--- src/rtl/uart_rx_ctrl_if.sv ---
// Signal bundle between the UART receive controller and its line/SIPO side.
// The master is the controller; the slave drives the line and enable and consumes the bit stream.
interface uart_rx_ctrl_if;
    logic rx_en;
    logic rx_i;
    logic shift_en;
    logic data_o;
    logic rx_done;
    logic frame_err;
    logic busy;

    modport master (
        input  rx_en,
        input  rx_i,
        output shift_en,
        output data_o,
        output rx_done,
        output frame_err,
        output busy
    );

    modport slave (
        output rx_en,
        output rx_i,
        input  shift_en,
        input  data_o,
        input  rx_done,
        input  frame_err,
        input  busy
    );
endinterface

--- src/rtl/uart_rx_ctrl.sv ---
// UART receive control: synchronises the line, validates the start bit, samples 8 bits at mid-bit
// into a downstream right-shifting SIPO, then checks the stop bit. All outputs are registered.
module uart_rx_ctrl #(
    parameter int CLKS_PER_BIT = 16,
    parameter int CNT_W        = $clog2(CLKS_PER_BIT)
) (
    input  logic            clk,
    input  logic            rst,
    uart_rx_ctrl_if.master  bus
);

    localparam int SYNC_STAGES = 2;
    localparam logic [CNT_W-1:0] HALF_LAST = CNT_W'(CLKS_PER_BIT / 2 - 1);
    localparam logic [CNT_W-1:0] BIT_LAST  = CNT_W'(CLKS_PER_BIT - 1);

    typedef enum logic [2:0] {
        IDLE,
        START,
        DATA,
        STOP,
        WAIT_IDLE
    } state_t;

    state_t           state_reg, state_next;
    logic [CNT_W-1:0] cnt_reg, cnt_next;
    logic [2:0]       bit_idx_reg, bit_idx_next;
    logic             shift_en_reg, shift_en_next;
    logic             data_reg, data_next;
    logic             done_reg, done_next;
    logic             ferr_reg, ferr_next;
    logic             busy_reg, busy_next;

    logic sync_reg [SYNC_STAGES];
    logic sync_src [SYNC_STAGES];
    logic rx_s;

    // Two-flop synchroniser; stages preset to the idle line level so reset never looks like a start bit.
    assign sync_src[0] = bus.rx_i;
    assign sync_src[1] = sync_reg[0];
    assign rx_s        = sync_reg[SYNC_STAGES-1];

    genvar gi;
    generate
        for (gi = 0; gi < SYNC_STAGES; gi++) begin : g_sync
            always_ff @(posedge clk) begin
                if (rst) begin
                    sync_reg[gi] <= 1'b1;
                end else begin
                    sync_reg[gi] <= sync_src[gi];
                end
            end
        end
    endgenerate

    always_ff @(posedge clk) begin
        if (rst) begin
            state_reg    <= IDLE;
            cnt_reg      <= '0;
            bit_idx_reg  <= '0;
            shift_en_reg <= 1'b0;
            data_reg     <= 1'b0;
            done_reg     <= 1'b0;
            ferr_reg     <= 1'b0;
            busy_reg     <= 1'b0;
        end else begin
            state_reg    <= state_next;
            cnt_reg      <= cnt_next;
            bit_idx_reg  <= bit_idx_next;
            shift_en_reg <= shift_en_next;
            data_reg     <= data_next;
            done_reg     <= done_next;
            ferr_reg     <= ferr_next;
            busy_reg     <= busy_next;
        end
    end

    always_comb begin
        state_next    = state_reg;
        cnt_next      = cnt_reg;
        bit_idx_next  = bit_idx_reg;
        shift_en_next = 1'b0;
        data_next     = data_reg;
        done_next     = 1'b0;
        ferr_next     = 1'b0;

        unique case (state_reg)
            IDLE: begin
                cnt_next = '0;
                if (bus.rx_en && !rx_s) begin
                    state_next = START;
                end
            end
            START: begin
                // A start bit that is high again at mid-bit was only a glitch.
                if (cnt_reg == HALF_LAST) begin
                    cnt_next     = '0;
                    bit_idx_next = '0;
                    state_next   = rx_s ? IDLE : DATA;
                end else begin
                    cnt_next = cnt_reg + CNT_W'(1);
                end
            end
            DATA: begin
                if (cnt_reg == BIT_LAST) begin
                    shift_en_next = 1'b1;
                    data_next     = rx_s;
                    cnt_next      = '0;
                    bit_idx_next  = bit_idx_reg + 3'd1;
                    if (bit_idx_reg == 3'd7) begin
                        state_next = STOP;
                    end
                end else begin
                    cnt_next = cnt_reg + CNT_W'(1);
                end
            end
            STOP: begin
                if (cnt_reg == BIT_LAST) begin
                    cnt_next = '0;
                    if (rx_s) begin
                        done_next  = 1'b1;
                        state_next = IDLE;
                    end else begin
                        ferr_next  = 1'b1;
                        state_next = WAIT_IDLE;
                    end
                end else begin
                    cnt_next = cnt_reg + CNT_W'(1);
                end
            end
            WAIT_IDLE: begin
                // A held-low line (break) must rise before another frame can start.
                cnt_next = '0;
                if (rx_s) begin
                    state_next = IDLE;
                end
            end
            default: begin
                cnt_next   = '0;
                state_next = IDLE;
            end
        endcase

        busy_next = (state_next != IDLE);
    end

    assign bus.shift_en  = shift_en_reg;
    assign bus.data_o    = data_reg;
    assign bus.rx_done   = done_reg;
    assign bus.frame_err = ferr_reg;
    assign bus.busy      = busy_reg;

endmodule

--- src/flat_wrapper.sv ---
// flat-port wrapper written by rule: the top's interface ports become plain ports
module uart_rx_ctrl_flat 
#(
    parameter int CLKS_PER_BIT = 16,
    parameter int CNT_W        = $clog2(CLKS_PER_BIT)
)
  (clk, rst, bus_rx_en, bus_rx_i, bus_shift_en, bus_data_o, bus_rx_done, bus_frame_err, bus_busy);
  uart_rx_ctrl_if bus_i ();
  input  logic clk;
  input  logic rst;
  input wire logic [$bits(bus_i.rx_en)-1:0] bus_rx_en;
  input wire logic [$bits(bus_i.rx_i)-1:0] bus_rx_i;
  output wire logic [$bits(bus_i.shift_en)-1:0] bus_shift_en;
  output wire logic [$bits(bus_i.data_o)-1:0] bus_data_o;
  output wire logic [$bits(bus_i.rx_done)-1:0] bus_rx_done;
  output wire logic [$bits(bus_i.frame_err)-1:0] bus_frame_err;
  output wire logic [$bits(bus_i.busy)-1:0] bus_busy;
  assign bus_i.rx_en = bus_rx_en;
  assign bus_i.rx_i = bus_rx_i;
  assign bus_shift_en = bus_i.shift_en;
  assign bus_data_o = bus_i.data_o;
  assign bus_rx_done = bus_i.rx_done;
  assign bus_frame_err = bus_i.frame_err;
  assign bus_busy = bus_i.busy;
  uart_rx_ctrl #(.CLKS_PER_BIT(CLKS_PER_BIT), .CNT_W(CNT_W)) u_core (.clk(clk), .rst(rst), .bus(bus_i));
endmodule
--- config.mk ---
export PLATFORM = sky130hd
export DESIGN_NAME = uart_rx_ctrl_flat
export DESIGN_NICKNAME = d
export VERILOG_FILES = /design/src/rtl/uart_rx_ctrl_if.sv /design/src/rtl/uart_rx_ctrl.sv /design/src/flat_wrapper.sv
export SDC_FILE = /design/constraint.sdc
export NUM_CORES = 1
export LEC_CHECK = 0
export ABC_AREA = 0
export BUFFER_PORTS_ARGS = -buffer_cell sky130_fd_sc_hd__buf_2
export CAP_MARGIN = 10
export CORE_AREA = 3 3 40 42
export DETAILED_ROUTE_END_ITERATION = 8
export DIE_AREA = 0 0 43 45
export GPL_ROUTABILITY_DRIVEN = 0
export MAX_ROUTING_LAYER = met4
export PLACE_DENSITY_LB_ADDON = 0.15
export SETUP_SLACK_MARGIN = 0.3
export SLEW_MARGIN = 5
export SYNTH_ARGS = -nofsm -noshare
export SYNTH_HDL_FRONTEND = slang
export SYNTH_SLANG_ARGS = --single-unit
--- constraint.sdc ---
create_clock -name clk -period 4.66 [get_ports clk]
set_input_delay 0.233 -clock clk [delete_from_list [all_inputs] [get_ports clk]]
set_output_delay 0.233 -clock clk [all_outputs]
set_load 0.03 [all_outputs]
Yosys cells after proc, flatten, opt, wreduce, memory -nomap -nowiden
Memory sizes are Yosys's and may differ from the RTL's.
Cells that the tools add are included.
- register bits after elaboration: 15
- memory bits (writable): 2
- input bits: 4
- output and inout port bits: 5
- memories kept: 1
- memory list (name ; words ; width ; read ports ; clocked after memory_dff ; wr ports ; RTL line ; source):
    u_core.sync_reg ; 2 ; 1 ; 2 ; 0 ; 2 ; uart_rx_ctrl.sv:33 ; logic sync_reg [SYNC_STAGES];
- $add $sub $neg: 2
- eq/ne operators: 9
- mux-type cells: 23
- bitwise operators: 5
- reduce and logical (&&, ||, !) cells: 10
- operators with widths (operator ; count):
    $mux 3 ; 9
    $pmux 3 s5 ; 1
    $mux 1 ; 8
    $mux 4 ; 2
    $pmux 4 s2 ; 1
    $eq 3x2->1 const B ; 2
    $eq 3x3->1 const B ; 2
    $pmux 3 s2 ; 1
    $add 4x1->4 const B ; 1
    $eq 4x3->1 const B ; 1
    $eq 4x4->1 const B ; 1
    $ne 2x1->1 const B ; 2
    $reduce_or 2->1 ; 2
    $add 3x1->3 const B ; 1
    $eq 3x1->1 const B ; 1
    $logic_not 3->1 ; 1
    $not 1->1 ; 3
    $reduce_and 3->1 ; 1
    $reduce_bool 3->1 ; 1
    $reduce_or 3->1 ; 1
    $mux 2 ; 1
    $or 1x1->1 ; 2
    $reduce_and 2->1 ; 1
    $reduce_bool 2->1 ; 1
    2 further kinds ; 2

Depth between registers and ports, before layout
Gate-level depths: netlist of the first run.
An unclocked memory read counts as a cell.
- word-level depth: 6
- mapped depth: 6
- gate-level depth less buffers: 6

Worst setup path after synthesis of the first run
OpenSTA, ideal clock, no wires.
- path kind: reg-to-reg
- from: register u_core.cnt_reg[0]
- to: register u_core.busy_reg (netlist: u_core.bus.busy)
- library setup time: 0.057 ns
- arrival: 1.580 ns
- required time: 4.603 ns
- slack: 3.022 ns
- cell stages (with the launch flop): 6
- path buffers: 0
- period minus slack after synthesis: 1.638 ns
- cells stage by stage: dfxtp_1 ha_1 nand3_2 or4_4 a311oi_2 or3_1
- longest elaborated chain between the ends: 4
- ends and longest elaborated chain (item ; RTL line ; source):
    from (decl) ; uart_rx_ctrl.sv:25 ; logic [CNT_W-1:0] cnt_reg, cnt_next;
    from (signal assigned) ; uart_rx_ctrl.sv:67 ; cnt_reg <= cnt_next;
    $eq 4x4->1 or $eq 4x3->1 (tied branches) ; uart_rx_ctrl.sv:104, uart_rx_ctrl.sv:117, uart_rx_ctrl.sv:95 ;
    $mux 3, on equally long branches ; uart_rx_ctrl.sv:117, uart_rx_ctrl.sv:95, uart_rx_ctrl.sv:104 ;
    $pmux 3 s5 * ; uart_rx_ctrl.sv:86 ; unique case (state_reg)
    $reduce_bool 3->1 * ; uart_rx_ctrl.sv:143 ; busy_next = (state_next != IDLE);
    to (signal assigned) ; uart_rx_ctrl.sv:73 ; busy_reg <= busy_next;
    to (decl) ; uart_rx_ctrl.sv:31 ; logic busy_reg, busy_next;
Mark *: on every way between the ends. The rest lies on a longest branch, timed or not.
A chain may end at the register's enable or synchronous reset.

Worst setup path after layout of the first run
Ends and elaborated chain as after synthesis.

==> flow_summary.yaml, run 1 <==
drt:
  routed_via_density: 5.63
  initialDrtViolationCount: 12
  drc: 0
  ant_nets: 0
  routed_wl_um: 1170
  wl_per_cell_um: 12.5
  vias: 529
  firstDrtPassIters: 3
layout:
  layout.nets: 87
  drive_gt1_share_pct: 22.8
  design_area_um2: 782
  largest_reg_flops: 4
  area_growth_pct: 9.65
  diodes: 0
grt:
  grt.total_usage_pct: 13.2
  busiest_layer: "met2"
  grt_max_degree: 15
  grt_pass1_wl_um: 1830
  grt_util_met3_pct: 3.98
  grt_overflow: 0
  grtUsageMet2_pct: 19.2
  first_global_vias: 434
  met1_usage_pct: 16.5
  antenna_found_initial: 0
logic_synthesis:
  syn_area_per_cell_um2: 10.0
  synth-seq-cells: 17
  yosys-top-cells-area: "dfxtp_1, ha_1, nor2_1, nor4_1, a22oi_1"
  synth_edf_count: 0
  synth_top_cell_area_share_pct: 47.7
  synth_top_area_cell: "dfxtp_1"
  synth-main-ff-cell: "dfxtp_1"
  synth_warnings: 0
  synth_area_um2: 713
  synth.distinct_cells: 31
  syn_nets: 78
  yosysSeqAreaShare_pct: 47.7
  synth_async_sr_flop_share_pct: 0
  netlist_instances: 71
sta:
  finalMaxSlewViolations: 0
  period_minus_slack_ns: 1.79
  finalHoldViolCount: 0
  maxSlewHeadroom_pct: 67.2
  clock.fmax_mhz: 560
  clock_skew_ns: 0.00212
  holdWs_ns: 0.123
  period_share_pct: 38.3
  worst_slew_pin_slew_ns: 0.488
  rsz0062_at_grt: "no"
  final-setup-viol-count: 0
  tns_ns: 0
setup_path:
  crit_required_ns: 4.90
  arrival_ns: 2.02
  path_max_fanout: 6
  worstSetupEndpointType: "register"
  cp-start-kind: "register"
  setup.worst_path.class: "register to register"
clocking:
  cts-buffers-inserted: 3
  clk_latency_ns: 0.28
  htreeDepth: 1
  clock-sinks: 17
  clkTransAtPathRegs_ns: 0.09
  postCtsHoldBufs: 0
  cts_tree: "built"
  post_cts_buffers: 0
  ctsRootBufferMaster: "clkbuf_4"
  clockBufferDepth: 2
  cts_resized: 0
die:
  die_h_um: 45
  core_um2: 1280
  rows: 13
  dieArea_um2: 1940
  ios: 9
  die-width_um: 43
  initial_core_util_pct: 55.5
place:
  placedInstanceArea_um2: 756
  numPortBuffers: 8
  place_hpwl_um: 827
power_and_ir_drop:
  power.density_nw_per_um2: 298
  ir_drop_mv: 0.192
  cellLeakagePower_nw: 0.299
run_status:
  status: "complete, no violations"
flow_run:
  drv_cap: 0
worst_hold_path:
  hold_path_class: "input port to register"
[through the flow]
stage / power [mW] / setup WS, ns / cells / utilization (%)
after floorplan: 0.157 / 3.02 / 71 / -
after global placement: 0.159 / 2.96 / 90 / 58.8
after detailed placement: 0.159 / 2.91 / 90 / 58.8
after CTS: 0.234 / 2.88 / 94 / 60.9
after global routing: 0.240 / 2.78 / 94 / 60.9
final: 0.233 / 2.87 / 94 / 60.9
[critical path, stage by stage, from the launching register on]
cell,delay (ns)
dfxtp_1,0.37
ha_1,0.30
nand3_2,0.15
or4_4,0.50
a311oi_2,0.29
or3_1,0.13
[cell families after synthesis]
logic type | after synthesis | share of synthesized area, %
DFF | 17 | 47.7
xor gates and xnor gates | 2 | 2.46
and+or+nand+nor | 33 | 28.9
buffers and inverters | 6 | 3.33
adders and majority gates | 3 | 5.26
AOI/OAI and AO/OA | 8 | 9.47
muxes | 2 | 2.81
[final timing paths]
kind / end / slack, ns / from / cells after the start
max: u_core.bus.busy$_SDFF_PP0_ / 2.87 / u_core.cnt_reg[0]$_SDFF_PP0_ / 5
min: u_core.sync_reg[0]$_DFF_P_ / 0.12 / bus_rx_i / 2
max reg2reg: u_core.bus.busy$_SDFF_PP0_ / 2.87 / u_core.cnt_reg[0]$_SDFF_PP0_ / 5
min reg2reg: u_core.sync_reg[1]$_DFF_P_ / 0.42 / u_core.sync_reg[0]$_DFF_P_ / 1
[routing by layer]
layer	up-vias	routed length, µm
met3	5	59
met2	10	508
met5	-	0
met1	238	582
li1	276	-
met4	0	21
[report_power, final]
group / internal (mW) / total [mW] / switching, mW
Combinational: 0.00345 / 0.00752 / 0.00408
Sequential: 0.147 / 0.149 / 0.00177
Clock: 0.0332 / 0.0767 / 0.0435
[Yosys cell counts (all sizes together) (2+ instances only)]
cell    instances
nand3b          2
ha              3
xnor2           2
nor4            4
mux2i           2
nand3           2
or2             2
inv             2
nor2            7
nor3b           2
clkbuf          3
nand4           2
dfxtp          17
and2            2
nor3            2
a22oi           3
[cells in the final DEF (no fill, tap or decap), types with 2 or more instances in the layout]
| cell type | instances |
|---|---|
| or2_2 | 2 |
| nor3b_1 | 2 |
| nor2_1 | 7 |
| inv_1 | 2 |
| nand3b_1 | 2 |
| xnor2_1 | 2 |
| nor4_1 | 4 |
| nor3_1 | 2 |
| dfxtp_1 | 17 |
| mux2i_1 | 2 |
| and2_1 | 2 |
| clkbuf_4 | 3 |
| a22oi_1 | 3 |
| ha_1 | 3 |
| nand4_1 | 2 |
| buf_2 | 8 |
[layout make-up]
type,instances,area (µm²)
clock buffers,4,26.3
fillers,111,503
inverters,2,7.51
multi-input cells,48,349
flip-flops and latches,17,340
well taps,15,18.8
repair buffers,8,40.0
No activity file was read; power rests on OpenSTA's default activity.
==> run 2, diff against run 1 <==
--- a/config.mk
+++ b/config.mk
@@ -8,9 +8,9 @@
 export ABC_AREA = 0
 export BUFFER_PORTS_ARGS = -buffer_cell sky130_fd_sc_hd__buf_2
 export CAP_MARGIN = 10
-export CORE_AREA = 3 3 40 42
+export CORE_MARGIN = 3
+export CORE_UTILIZATION = 48
 export DETAILED_ROUTE_END_ITERATION = 8
-export DIE_AREA = 0 0 43 45
 export GPL_ROUTABILITY_DRIVEN = 0
 export MAX_ROUTING_LAYER = met4
 export PLACE_DENSITY_LB_ADDON = 0.15
==> constraint.sdc (replaced) <==
create_clock -name clk -period 1.5 [get_ports clk]
set_input_delay 0.075 -clock clk [delete_from_list [all_inputs] [get_ports clk]]
set_output_delay 0.075 -clock clk [all_outputs]
set_load 0.03 [all_outputs]
==> run 2 against run 1 <==
  * The flow now finishes with violations (negative setup slack)
  * Wire length grew 32%
  * Power grew to 3.1 times the previous value
  * Global-route usage grew 6.0 points
  * Flip-flop and latch count is the same
==> flow_summary.yaml, run 2 (synthesis results as in run 1) <==
run_status:
  status: "finished, violations left"
  failed_checks: "negative setup slack"
setup_path:
  worstSetupEndpointType: "register"
  setup.worst_path.class: "register to register"
  cp-start-kind: "register"
  worst-path-buf-inv: 1
  crit_top_cell: "ha_4"
  crit_required_ns: 1.73
  worstRegToRegCells: 6
  critPathMaxStageDelay_ns: 0.46
  r2r_start: "u_core.bit_idx_reg[0]$_SDFFE_PP0P_"
  slowest_stage: "or4_4"
  crit_cells: 6
  crit_family: "simple AND/OR/NAND/NOR gates"
  arrival_ns: 1.80
  reg2reg_slack_ns: -0.07
  path_cells: "ha_4 -> ha_4 -> inv_2 -> or4_4 -> a311oi_2 -> or3_1"
  path_max_fanout: 2
  reg2reg_to: "u_core.bus.busy$_SDFF_PP0_"
layout:
  drive_gt1_share_pct: 59.6
  area_growth_pct: 48.9
  layout.nets: 107
  final_common_cell: "buf_4"
  diodes: 0
  final_cell_mix: "buf_4, buf_2, dfxtp_1"
  largest_reg_flops: 4
  seq_area_um2: 357
  fillers: 95
  multi_input_area_um2: 457
power_and_ir_drop:
  clkPwrFrac_pct: 32.5
  pwr-share-seq_pct: 63.3
  combPwrFrac_pct: 4.2
  power.internal_mw: 0.570
  ir_drop_mv: 0.459
  cellLeakagePower_nw: 0.424
  power.density_nw_per_um2: 684
  p_switching_mw: 0.157
  netSwitchingFraction_pct: 21.5
  power.total_mw: 0.727
place:
  numPortBuffers: 8
  place_hpwl_um: 1060
  pre_cts_slack_ns: -0.0803
clocking:
  clockBufferDepth: 2
  cts-buffers-inserted: 3
  clk_latency_ns: 0.28
  htreeDepth: 1
  clkTransAtPathRegs_ns: 0.09
  cts_tree: "built"
  ctsRootBufferMaster: "clkbuf_4"
  clock-sinks: 17
die:
  initial_core_util_pct: 52.8
  die-width_um: 44.5
  core_um2: 1350
  die_h_um: 44.5
  dieArea_um2: 1980
  rows: 13
  ios: 9
grt:
  antenna_found_initial: 0
  first_global_vias: 618
  grt.total_usage_pct: 19.2
  grt_pass1_wl_um: 2660
  grt_max_degree: 15
  grt_overflow: 0
drt:
  routed_wl_um: 1540
  wl_per_cell_um: 13.5
  firstDrtPassIters: 7
  vias: 626
  routed_via_density: 5.49
  initialDrtViolationCount: 11
  drc: 0
  ant_nets: 0
sta:
  worst_slew_pin_slew_ns: 0.338
  period_minus_slack_ns: 1.57
  clock.fmax_mhz: 636
  rsz0062_at_grt: "yes"
  finalMaxSlewViolations: 0
  finalHoldViolCount: 0
  clock_skew_ns: 0.00242
  maxSlewHeadroom_pct: 77.5
  worst_slack_ns: -0.0714
  final-setup-viol-count: 1
  period_share_pct: 105
worst_hold_path:
  hold_path_depth: 2
  hold_end: "u_core.bus.data_o$_SDFFE_PP0P_"
  hold_path_class: "input port to register"
  min_from: "rst"
flow_run:
  drv_cap: 0
-- run 2: cell count changes in the layout (fill, tap and decap cells not counted), moves of 3 or more --
cell / delta
buf_4: +18
dfxtp_2: +7
ha_4: +3
dfxtp_1: -9
ha_1: -3
-- run 2: what timing repair did --
action	in CTS	in global routing
buffers inserted	3	3
pin swaps	8	10
endpoints found under the setup margin	12	12
gates resized for setup	11	11
hold endpoints to repair	1	0
hold buffers	1	0
-- run 2: per-layer routing --
| layer | GRT usage [%] | vias to the layer above | share of wire [%] |
|---|---|---|---|
| met1 | 19.9 | 301 | 44 |
| met3 | 4.47 | 2 | 2.3 |
| met2 | 32.7 | 9 | 53 |
| li1 | - | 314 | - |
| met4 | 11.4 | 0 | 0.78 |
| met5 | - | - | 0 |
-- run 2: worst max path at each step --
stage	from	to	slack (ns)
finish	u_core.bit_idx_reg[0]$_SDFFE_PP0P_	u_core.bus.busy$_SDFF_PP0_	-0.07
global route	u_core.cnt_reg[0]$_SDFF_PP0_	u_core.bus.busy$_SDFF_PP0_	-0.16
CTS	u_core.cnt_reg[0]$_SDFF_PP0_	u_core.bus.busy$_SDFF_PP0_	-0.08
detailed placement	u_core.bit_idx_reg[1]$_SDFFE_PP0P_	u_core.bus.busy$_SDFF_PP0_	-0.08
global placement	u_core.bit_idx_reg[1]$_SDFFE_PP0P_	u_core.bus.busy$_SDFF_PP0_	-0.04
floorplan	u_core.bit_idx_reg[1]$_SDFFE_PP0P_	u_core.bus.busy$_SDFF_PP0_	-0.02
-- run 2: power by group through the flow --
stage	clock network, mW	logic, mW	registers [mW]
floorplan	0	0.0158	0.471
global placement	0	0.0244	0.472
detailed placement	0	0.0249	0.473
global route	0.268	0.0339	0.461
finish	0.236	0.0307	0.460
CTS	0.248	0.0284	0.463
-- run 2: metrics by stage --
step / utilization, % / cell area (µm²) / TNS, ns / cells / hold WS (ns)
floorplan: - / 757 / -0.0157 / 71 / 0.147
global placement: 66.4 / 896 / -0.0400 / 103 / 0.260
detailed placement: 66.4 / 896 / -0.0803 / 103 / 0.263
CTS: 73.7 / 995 / -0.0816 / 111 / 0.135
global route: 78.7 / 1060 / -0.226 / 114 / 0.160
finish: 78.7 / 1060 / -0.0714 / 114 / 0.151
-- run 2: area by class of cell --
| cell class | instances | area share, % |
|---|---|---|
| multi-input combinational | 48 | 43.0 |
| sequential | 17 | 33.6 |
| timing repair buffer | 28 | 18.5 |
| clock buffer | 4 | 2.47 |
| tap | 15 | 1.77 |
| inverter | 2 | 0.707 |
-- run 2: worst reg2reg max path: cells and delay by family (launching register included) --
family / cells / cell delay [ns]
AOI/OAI and AO/OA: 1 / 0.27
adders and majority gates: 2 / 0.26
buffers and inverters: 1 / 0.02
DFF: 1 / 0.36
and+or+nand+nor: 2 / 0.60
==> run 3, diff against run 2 <==
--- a/config.mk
+++ b/config.mk
@@ -14,7 +14,6 @@
 export GPL_ROUTABILITY_DRIVEN = 0
 export MAX_ROUTING_LAYER = met4
 export PLACE_DENSITY_LB_ADDON = 0.15
-export SETUP_SLACK_MARGIN = 0.3
 export SLEW_MARGIN = 5
 export SYNTH_ARGS = -nofsm -noshare
 export SYNTH_HDL_FRONTEND = slang
==> run 3 against run 2 <==
  * The run still ends with negative setup slack left
  * Core utilization shrank 9.9 points
  * Clock power grew 4%
  * Via count shrank 6.1%
  * First-iteration DRC count shrank 82%
  * Design area shrank 13%
  * Global-route usage shrank 2.3 points
  * Sequential power is essentially flat
  * Wire length shrank 12%
  * Critical path type unchanged
  * Critical endpoint unchanged
  * Highest routed layer unchanged
==> flow_summary.yaml, run 3 (synthesis results as in run 1) <==
setup_path:
  setup.worst_path.class: "register to register"
  slowest_stage: "or4_4"
  crit_required_ns: 1.75
  arrival_ns: 1.79
  path_max_fanout: 2
  crit_top_cell: "ha_4"
  reg2reg_to: "u_core.bus.busy$_SDFF_PP0_"
  r2r_start: "u_core.bit_idx_reg[0]$_SDFFE_PP0P_"
  worstRegToRegCells: 6
  worst-path-buf-inv: 1
  worstSetupEndpointType: "register"
  crit_family: "simple AND/OR/NAND/NOR gates"
  critPathMaxStageDelay_ns: 0.47
  reg2reg_slack_ns: -0.04
  path_cells: "ha_4 -> ha_4 -> inv_2 -> or4_4 -> a311oi_2 -> or3_1"
  cp-start-kind: "register"
die:
  dieArea_um2: 1980
  rows: 13
  initial_core_util_pct: 52.8
  ios: 9
  die_h_um: 44.5
  die-width_um: 44.5
  core_um2: 1350
layout:
  layout.nets: 99
  largest_reg_flops: 4
  fin_cells: 106
  final_common_cell: "dfxtp_1"
  drive_gt1_share_pct: 44.0
  diodes: 0
  area_growth_pct: 30.2
  final_cell_mix: "dfxtp_1, buf_4, buf_2"
place:
  numPortBuffers: 8
  numPlacedInstances: 100
  place_hpwl_um: 969
grt:
  grt_pass1_wl_um: 2340
  grt_overflow: 0
  grt.total_usage_pct: 17.0
  first_global_vias: 551
  antenna_found_initial: 0
  grt_max_degree: 15
clocking:
  clockBufferDepth: 2
  ctsRootBufferMaster: "clkbuf_4"
  htreeDepth: 1
  cts-buffers-inserted: 3
  clkTransAtPathRegs_ns: 0.11
  clock-sinks: 17
  cts_tree: "built"
  clk_latency_ns: 0.29
power_and_ir_drop:
  cellLeakagePower_nw: 0.358
  pwr-share-seq_pct: 62.7
  p_switching_mw: 0.166
  clkPwrFrac_pct: 33.4
  power.density_nw_per_um2: 793
  power.internal_mw: 0.570
  netSwitchingFraction_pct: 22.6
  ir_drop_mv: 0.543
  combPwrFrac_pct: 3.9
sta:
  maxSlewHeadroom_pct: 77.0
  worst_slack_ns: -0.0439
  worst_slew_pin_slew_ns: 0.342
  finalHoldViolCount: 0
  finalMaxSlewViolations: 0
  period_share_pct: 103
  clock.fmax_mhz: 648
  final-setup-viol-count: 1
  holdWs_ns: 0.110
  clock_skew_ns: 0.00941
  period_minus_slack_ns: 1.54
  rsz0062_at_grt: "yes"
drt:
  initialDrtViolationCount: 2
  firstDrtPassIters: 4
  drc: 0
  wl_per_cell_um: 12.7
  routed_via_density: 5.55
  routed_wl_um: 1350
  ant_nets: 0
  vias: 588
worst_hold_path:
  hold_path_class: "input port to register"
  hold_path_depth: 2
  min_from: "rst"
  hold_end: "u_core.bit_idx_reg[1]$_SDFFE_PP0P_"
flow_run:
  drv_cap: 0
run_status:
  failed_checks: "negative setup slack"
  status: "finished, violations left"
[run 3: cell types whose count changed in the layout (fill, tap and decap cells not counted), moves of 2 or more]
cell     delta
dfxtp_1     +5
dfxtp_4     -2
buf_4       -7
dfxtp_2     -3
[run 3: power groups by stage]
| stage | Sequential, mW | Clock (mW) | Combinational [mW] |
|---|---|---|---|
| 2_1_floorplan | 0.471 | 0 | 0.0155 |
| 3_3_place_gp | 0.472 | 0 | 0.0264 |
| 3_5_place_dp | 0.472 | 0 | 0.0267 |
| 4_1_cts | 0.462 | 0.255 | 0.0284 |
| 5_1_grt | 0.463 | 0.276 | 0.0320 |
| 6_report | 0.462 | 0.246 | 0.0289 |
[run 3: what timing repair did]
| action | 4_1_cts | 5_1_grt |
|---|---|---|
| hold buffers | 1 | 0 |
| buffers inserted | 1 | 0 |
| hold endpoints to repair | 1 | 0 |
| pin swaps | 5 | 2 |
| endpoints found under the setup margin | 2 | 6 |
| resized for setup | 3 | 3 |
[run 3: how the worst max path moves through the flow]
stage | slack [ns] | startpoint | end | depth (start not counted)
after floorplan | -0.02 | u_core.bit_idx_reg[1]$_SDFFE_PP0P_ | u_core.bus.busy$_SDFF_PP0_ | 6
after global placement | -0.04 | u_core.bit_idx_reg[1]$_SDFFE_PP0P_ | u_core.bus.busy$_SDFF_PP0_ | 6
after detailed placement | -0.1 | u_core.bit_idx_reg[1]$_SDFFE_PP0P_ | u_core.bus.busy$_SDFF_PP0_ | 6
after CTS | -0.08 | u_core.bit_idx_reg[0]$_SDFFE_PP0P_ | u_core.bus.busy$_SDFF_PP0_ | 6
after global routing | -0.14 | u_core.bit_idx_reg[0]$_SDFFE_PP0P_ | u_core.bus.busy$_SDFF_PP0_ | 6
final | -0.04 | u_core.bit_idx_reg[0]$_SDFFE_PP0P_ | u_core.bus.busy$_SDFF_PP0_ | 6
[run 3: through the flow]
step / instance area, µm² / setup TNS [ns] / setup WS (ns) / utilization, % / power, mW
final: 928 / -0.0439 / -0.0439 / 68.8 / 0.736
after global routing: 928 / -0.176 / -0.144 / 68.8 / 0.771
after CTS: 918 / -0.0791 / -0.0791 / 68.0 / 0.745
after detailed placement: 861 / -0.100 / -0.0992 / 63.8 / 0.499
after global placement: 861 / -0.0428 / -0.0428 / 63.8 / 0.498
after floorplan: 743 / -0.0226 / -0.0226 / - / 0.487
[run 3: cell type report]
class,count,area [µm²]
tap,15,18.8
clock inverter,1,5.00
multi-input combinational,48,397
sequential,17,345
clock buffer,3,22.5
inverter,2,7.51
fill,110,422
timing repair buffer,20,133
[run 3: worst reg2reg max path, stage by stage, from the launching register on]
cell      delay (ns)
dfxtp_2         0.36
ha_4            0.14
ha_4            0.12
inv_2           0.03
or4_4           0.47
a311oi_2        0.26
or3_1           0.13
[run 3: layer usage]
layer / wire, µm / track usage (%) / vias to the layer above
met5: 0 / - / -
met4: 12 / 8.43 / 0
met2: 649 / 26.1 / 13
li1: - / - / 300
met3: 59 / 6.50 / 2
met1: 629 / 19.0 / 273
